<file path="src/rtl/line_unrng.sv">
// line_unrng: column serializer. Takes one window word of ODATA_RNG columns
// and replays it one column per consumed cycle, oldest column first.
// A single pending slot lets the next word be accepted while the current one
// is still draining, so back-to-back words play out with no bubble.
// Optional build macro: LINE_UNRNG_CHK_EN adds the sticky o_err overrun flag.
module line_unrng #(
  parameter int DBUF_DW   = 8,
  parameter int KRNV_SZ   = 6,
  parameter int ODATA_RNG = 2   // must be >= 2
) (
  input  logic                                 clk,
  input  logic                                 rst,
  input  logic [DBUF_DW*KRNV_SZ*ODATA_RNG-1:0] i_data,
  input  logic                                 i_dvld,
  input  logic                                 i_hstr,
  input  logic                                 i_hend,
  input  logic                                 i_vstr,
  input  logic                                 i_vend,
  output logic                                 o_rdy,
  input  logic                                 i_rdy,
  output logic [DBUF_DW*KRNV_SZ-1:0]           o_data,
  output logic                                 o_dvld,
  output logic                                 o_hstr,
  output logic                                 o_vstr,
  output logic                                 o_hend,
  output logic                                 o_vend
`ifdef LINE_UNRNG_CHK_EN
  ,
  output logic                                 o_err
`endif
);

  localparam int W  = DBUF_DW * KRNV_SZ;
  localparam int CW = $clog2(ODATA_RNG);

  // Element [ODATA_RNG-1] is the oldest column, [0] the newest.
  typedef logic [ODATA_RNG-1:0][W-1:0] word_t;

  typedef struct packed {
    logic hstr;
    logic vstr;
    logic hend;
    logic vend;
  } flg_t;

  typedef enum logic [1:0] {
    IDLE = 2'b01,
    SEND = 2'b10
  } state_t;

  state_t          state, nxt;
  word_t           din, sft, pnd;
  flg_t            fin, sft_f, pnd_f;
  logic            pnd_vld;
  logic [CW-1:0]   col_cnt;

  logic            acc, cons, last;
  logic            ld_in, ld_pnd, shift, wr_pnd, clr_pnd;

  assign din  = i_data;
  assign fin  = '{hstr: i_hstr, vstr: i_vstr, hend: i_hend, vend: i_vend};

  // Ready depends only on the pending slot, never on i_dvld.
  assign o_rdy = ~pnd_vld;
  assign acc   = i_dvld & o_rdy;
  assign cons  = (state == SEND) & i_rdy;
  assign last  = (col_cnt == CW'(ODATA_RNG - 1));

  // State register
  always_ff @(posedge clk) begin
    if (rst) state <= IDLE;
    else     state <= nxt;
  end

  // Next state and datapath load/shift controls
  always_comb begin
    nxt     = state;
    ld_in   = 1'b0;
    ld_pnd  = 1'b0;
    shift   = 1'b0;
    wr_pnd  = 1'b0;
    clr_pnd = 1'b0;
    unique case (state)
      IDLE: begin
        if (acc) begin
          nxt   = SEND;
          ld_in = 1'b1;
        end
      end
      SEND: begin
        if (cons && last) begin
          // Reload from pending first; the incoming word (if any) refills it.
          if (pnd_vld) begin
            ld_pnd = 1'b1;
            if (acc) wr_pnd  = 1'b1;
            else     clr_pnd = 1'b1;
          end else if (acc) begin
            ld_in = 1'b1;
          end else begin
            nxt   = IDLE;
            shift = 1'b1;   // flushes the last column so sft ends up empty
          end
        end else begin
          if (cons) shift  = 1'b1;
          if (acc)  wr_pnd = 1'b1;
        end
      end
      default: nxt = IDLE;
    endcase
  end

  // Shift register, pending slot and column counter
  always_ff @(posedge clk) begin
    if (rst) begin
      sft     <= '0;
      sft_f   <= '0;
      pnd     <= '0;
      pnd_f   <= '0;
      pnd_vld <= 1'b0;
      col_cnt <= '0;
    end else begin
      if (ld_in) begin
        sft     <= din;
        sft_f   <= fin;
        col_cnt <= '0;
      end else if (ld_pnd) begin
        sft     <= pnd;
        sft_f   <= pnd_f;
        col_cnt <= '0;
      end else if (shift) begin
        sft     <= {sft[ODATA_RNG-2:0], {W{1'b0}}};
        col_cnt <= last ? '0 : col_cnt + CW'(1);
      end
      if (wr_pnd) begin
        pnd     <= din;
        pnd_f   <= fin;
        pnd_vld <= 1'b1;
      end else if (clr_pnd) begin
        pnd_vld <= 1'b0;
      end
    end
  end

  assign o_dvld = (state == SEND);
  assign o_data = sft[ODATA_RNG-1];
  assign o_hstr = sft_f.hstr & (col_cnt == '0) & o_dvld;
  assign o_vstr = sft_f.vstr & (col_cnt == '0) & o_dvld;
  assign o_hend = sft_f.hend & last & o_dvld;
  assign o_vend = sft_f.vend & last & o_dvld;

`ifdef LINE_UNRNG_CHK_EN
  logic err_q;

  // Sticky record of any word offered while the pending slot was full
  always_ff @(posedge clk) begin
    if (rst)                   err_q <= 1'b0;
    else if (i_dvld & ~o_rdy)  err_q <= 1'b1;
  end

  assign o_err = err_q;
`endif

endmodule

</file>
<file path="config.mk">
export PLATFORM = sky130hd
export DESIGN_NAME = line_unrng
export DESIGN_NICKNAME = d
export VERILOG_FILES = /design/src/rtl/line_unrng.sv
export SDC_FILE = /design/constraint.sdc
export NUM_CORES = 1
export LEC_CHECK = 0
export BUFFER_PORTS_ARGS = -buffer_cell sky130_fd_sc_hd__buf_2
export CAP_MARGIN = 20
export CORE_MARGIN = 2
export CORE_UTILIZATION = 40
export DETAILED_ROUTE_END_ITERATION = 16
export GPL_TIMING_DRIVEN = 0
export HOLD_SLACK_MARGIN = 0.15
export PLACE_DENSITY = 0.6
export SKIP_LAST_GASP = 1
export SYNTH_ARGS = -nofsm -noshare
export SYNTH_HDL_FRONTEND = slang
export SYNTH_SLANG_ARGS = --single-unit
</file>
<file path="constraint.sdc">
create_clock -name clk -period 2.7 [get_ports clk]
set_clock_uncertainty 0.05 [all_clocks]
set_input_delay 0.405 -clock clk [delete_from_list [all_inputs] [get_ports clk]]
set_output_delay 0.405 -clock clk [all_outputs]
set_load 0.05 [all_outputs]
</file>
==> results.cfg <==
[status]
result_of_the_run = complete, no violations

[power]
max-vdd-ir-drop_mv = 0.340
total_leakage_power_nw = 4.66
seq_power_share_pct = 41.2
power.combinational.fraction_pct = 20.7
cellInternalPower_mw = 5.82
power_frac_clock_pct = 38.1
power_per_cell_area_nw_per_um2 = 670
power.net_switching_mw = 2.35
switching_share_of_power_pct = 28.7
power_total_mw = 8.17

[synthesis]
synth_async_sr_flop_share_pct = 0
post_synthesis_cells = 1082
synthesis.area_um2 = 9300
yosysUniqueCellTypes = 35
synth-warning-count = 0
synth_enable_flop_cells = 0
synth-main-ff-cell = sky130_fd_sc_hd__dfxtp_1
synth.yosys.seq_area_share_pct = 43.9
postSynthRegisterBits = 204
syn_area_per_cell_um2 = 8.59
synth_fp_nets = 1188

[floorplan]
die_width_um = 156
fp.coreArea_um2 = 22700
io-pin-count = 158
fp-row-count = 55
start_util_pct = 40.9
design.die.area_um2 = 24500
die_height_um = 156

[final_layout]
layout-drive-gt1-share_pct = 26.4
num-nets-final = 1471
fillCellCount = 2199
stdcell_count = 1667
syn2layout_area_growth_pct = 31.2
post-route-util_pct = 53.7

[global_route]
most_congested_layer_reported_by_global_routing = met2
groute.usage.overall_pct = 21.7
globalRouteMet2Util_pct = 36.1
overflow = 0
grt_antenna_before_repair = 0
grt_pass1_vias = 8102
maximum_number_of_pins_on_one_net_before_global_route_repair = 13
met1_usage_pct = 30.1
met3_usage_pct = 2.85
global_route_wire_length_before_repair_mm = 42.7

[clocking]
h-tree-depth = 1
clk_path_buf_depth = 3
tritoncts_num_sinks = 204
clock_tree_from_tritoncts = yes
cts-hold-fix-buffers = 101
post_cts.repair.setup_buffers = 0
number_of_clock_buffers_inserted_by_tritoncts = 23
clk_pin_slew_worst_paths_ps = 60
clock_latency_ps = 500
cts-root-buf = sky130_fd_sc_hd__clkbuf_16
ctsResizeCount = 0

[drt]
postRouteAntennaNets = 0
detail_route.iter0.violations = 552
firstDrtPassIters = 5
post-route-drc-count = 0
detail_route.wl_per_cell_um = 16.3
routed_wirelength_mm = 27.1
avgViaCountPerCell = 5.07
via_count = 8448

[worst_hold_path]
hp-start = i_dvld
hold_depth = 3
hold_path_class = in2reg
timing.hold.worst_endpoint = pnd_vld$_SDFFE_PP0P_

[critical_path]
critical_path.startpoint_type = flop
timing.critical_path.slowest_stage_cell = sky130_fd_sc_hd__clkbuf_1
end_kind = flop
r2r_setup_slack_ps = 320
worst_ep_required_time_ps = 3070
max_stage_delay_ps = 550
worstRegToRegCells = 8
path_cells = inv_1 -> ha_1 -> buf_2 -> nand3_1 -> clkbuf_1 -> clkbuf_1 -> nand2_1 -> a21oi_1
path_common_cell = sky130_fd_sc_hd__clkbuf_1
setup.worst_path.class = reg2reg
arrival_ps = 2750
worstReg2RegEnd = pnd[49]$_SDFFE_PP0P_
reg2reg_from = state[0]$_SDFFE_PP1P_
critical_path.max_fanout = 10
startpoint = state[0]$_SDFFE_PP1P_

[job]
max_cap_viol_count = 0

[place]
routabilityCongestion = 0.791
detailedPlace.worstSlack_ps = 390
io_buffers = 157
detail_placement_hpwl_mm = 18.1
dp.cells = 1524

[sta]
max_slew.worst_pin.slew_ps = 801
grt_setup_unrepaired = no
aggregate_negative_setup_slack_ps = 0
final_max_slew_viol_count = 0
timing_hold_violations_final = 0
fin_crit_sh_pct = 88.2
timing.final.setup_violations = 0
maxClockFrequency_ghz = 0.420
finalWorstSetupSlack_ps = 319
timing.slew.headroom_pct = 46.6
post-route-min-period_ps = 2380
==> worst max path at each step <==
stage | endpoint | cells after the start | slack (ps)
global route | pnd[49]$_SDFFE_PP0P_ | 8 | 180
finish | pnd[49]$_SDFFE_PP0P_ | 8 | 320
detailed placement | pnd[67]$_SDFFE_PP0P_ | 8 | 390
CTS | pnd[49]$_SDFFE_PP0P_ | 8 | 320
floorplan | sft[28]$_SDFFE_PP0P_ | 8 | 530
global placement | pnd[63]$_SDFFE_PP0P_ | 8 | 420
==> metrics by stage <==
step | area (um2) | hold slack (ps)
after floorplan | 9300 | 384
after global placement | 10400 | 389
after detailed placement | 10400 | 394
after CTS | 12200 | 191
after global routing | 12200 | 217
final | 12200 | 214
==> critical path: cells and delay by family (launching register included) <==
kind	cells	cell delay (ps)
AO/OA/AOI/OAI	1	170
adder cells (fa/ha/maj)	1	260
buffers and inverters	4	1260
flip-flops	1	330
AND/OR/NAND/NOR	2	210
==> metal layers <==
metal | vias to the layer above | part of all wire (%) | routed length [um]
li1 | 4255 | - | -
met1 | 3950 | 48 | 13000
met2 | 202 | 45 | 12300
met3 | 41 | 4.7 | 1270
met4 | 0 | 1.9 | 517
met5 | - | 0 | 0
==> power groups by stage <==
stage	logic (mW)	clock network (mW)	registers, mW
3_5_place_dp	1.58	0	3.43
2_1_floorplan	1.18	0	3.39
3_3_place_gp	1.56	0	3.42
6_report	1.69	3.11	3.36
4_1_cts	1.70	3.16	3.36
5_1_grt	1.84	3.30	3.39
==> cells in the mapped netlist (8+ instances only) <==
| master | number | share of area (%) |
|---|---|---|
| sky130_fd_sc_hd__buf_2 | 29 | 1.6 |
| sky130_fd_sc_hd__nand3b_1 | 48 | 3.9 |
| sky130_fd_sc_hd__nor2_1 | 54 | 2.2 |
| sky130_fd_sc_hd__o21ai_1 | 20 | 1.1 |
| sky130_fd_sc_hd__o22ai_1 | 38 | 2.6 |
| sky130_fd_sc_hd__clkbuf_1 | 42 | 1.7 |
| sky130_fd_sc_hd__a21oi_1 | 103 | 5.5 |
| sky130_fd_sc_hd__a211oi_2 | 20 | 2.7 |
| sky130_fd_sc_hd__mux2i_1 | 48 | 5.2 |
| sky130_fd_sc_hd__nand2_1 | 255 | 10 |
| sky130_fd_sc_hd__a211oi_1 | 28 | 2.3 |
| sky130_fd_sc_hd__mux2_2 | 48 | 5.8 |
| sky130_fd_sc_hd__o22ai_2 | 10 | 1.3 |
| sky130_fd_sc_hd__buf_4 | 57 | 4.6 |
| sky130_fd_sc_hd__dfxtp_1 | 204 | 44 |
| sky130_fd_sc_hd__o21ai_0 | 33 | 1.8 |
| sky130_fd_sc_hd__buf_1 | 8 | 0.32 |
==> area by class of cell <==
class / instances / area [um2] / share of cell area [%]
Sequential cell: 204 / 4080 / 33.5
Clock inverter: 6 / 80.1 / 0.657
Buffer: 141 / 817 / 6.70
Antenna cell: 1 / 2.50 / 0.0205
Inverter: 4 / 15.0 / 0.123
Timing Repair Buffer: 258 / 1800 / 14.7
Multi-Input combinational cell: 733 / 4380 / 35.9
Tap cell: 285 / 357 / 2.92
Clock buffer: 35 / 661 / 5.42
==> sequential cells by signal (all words and copies together) (netlist names) <==
register / cells
col_cnt: 1
o_data: 48
pnd: 96
pnd_f: 4
pnd_vld: 1
sft: 48
sft_f: 4
state: 2
==> placed cells by master (no fill, tap or decap), types with 8 or more instances in the layout <==
cell type                         n
sky130_fd_sc_hd__a211oi_1        28
sky130_fd_sc_hd__a211oi_2        20
sky130_fd_sc_hd__a21oi_1        103
sky130_fd_sc_hd__buf_1            8
sky130_fd_sc_hd__buf_2          186
sky130_fd_sc_hd__buf_4           57
sky130_fd_sc_hd__clkbuf_1        50
sky130_fd_sc_hd__clkbuf_16       23
sky130_fd_sc_hd__dfxtp_1        204
sky130_fd_sc_hd__dlygate4sd3_1  101
sky130_fd_sc_hd__mux2_2          48
sky130_fd_sc_hd__mux2i_1         48
sky130_fd_sc_hd__nand2_1        255
sky130_fd_sc_hd__nand3b_1        48
sky130_fd_sc_hd__nor2_1          54
sky130_fd_sc_hd__o21ai_0         33
sky130_fd_sc_hd__o21ai_1         20
sky130_fd_sc_hd__o22ai_1         38
sky130_fd_sc_hd__o22ai_2         10
==> logic make-up after synthesis <==
family | count (synthesis) | synth area share (%)
and+or+nand+nor | 373 | 17.6
muxes | 96 | 11.0
DFF | 204 | 43.9
buffers and inverters | 145 | 8.95
AOI/OAI and AO/OA | 262 | 18.3
adders and majority gates | 2 | 0.269
Note: power is estimated with default switching activity, not from simulation.
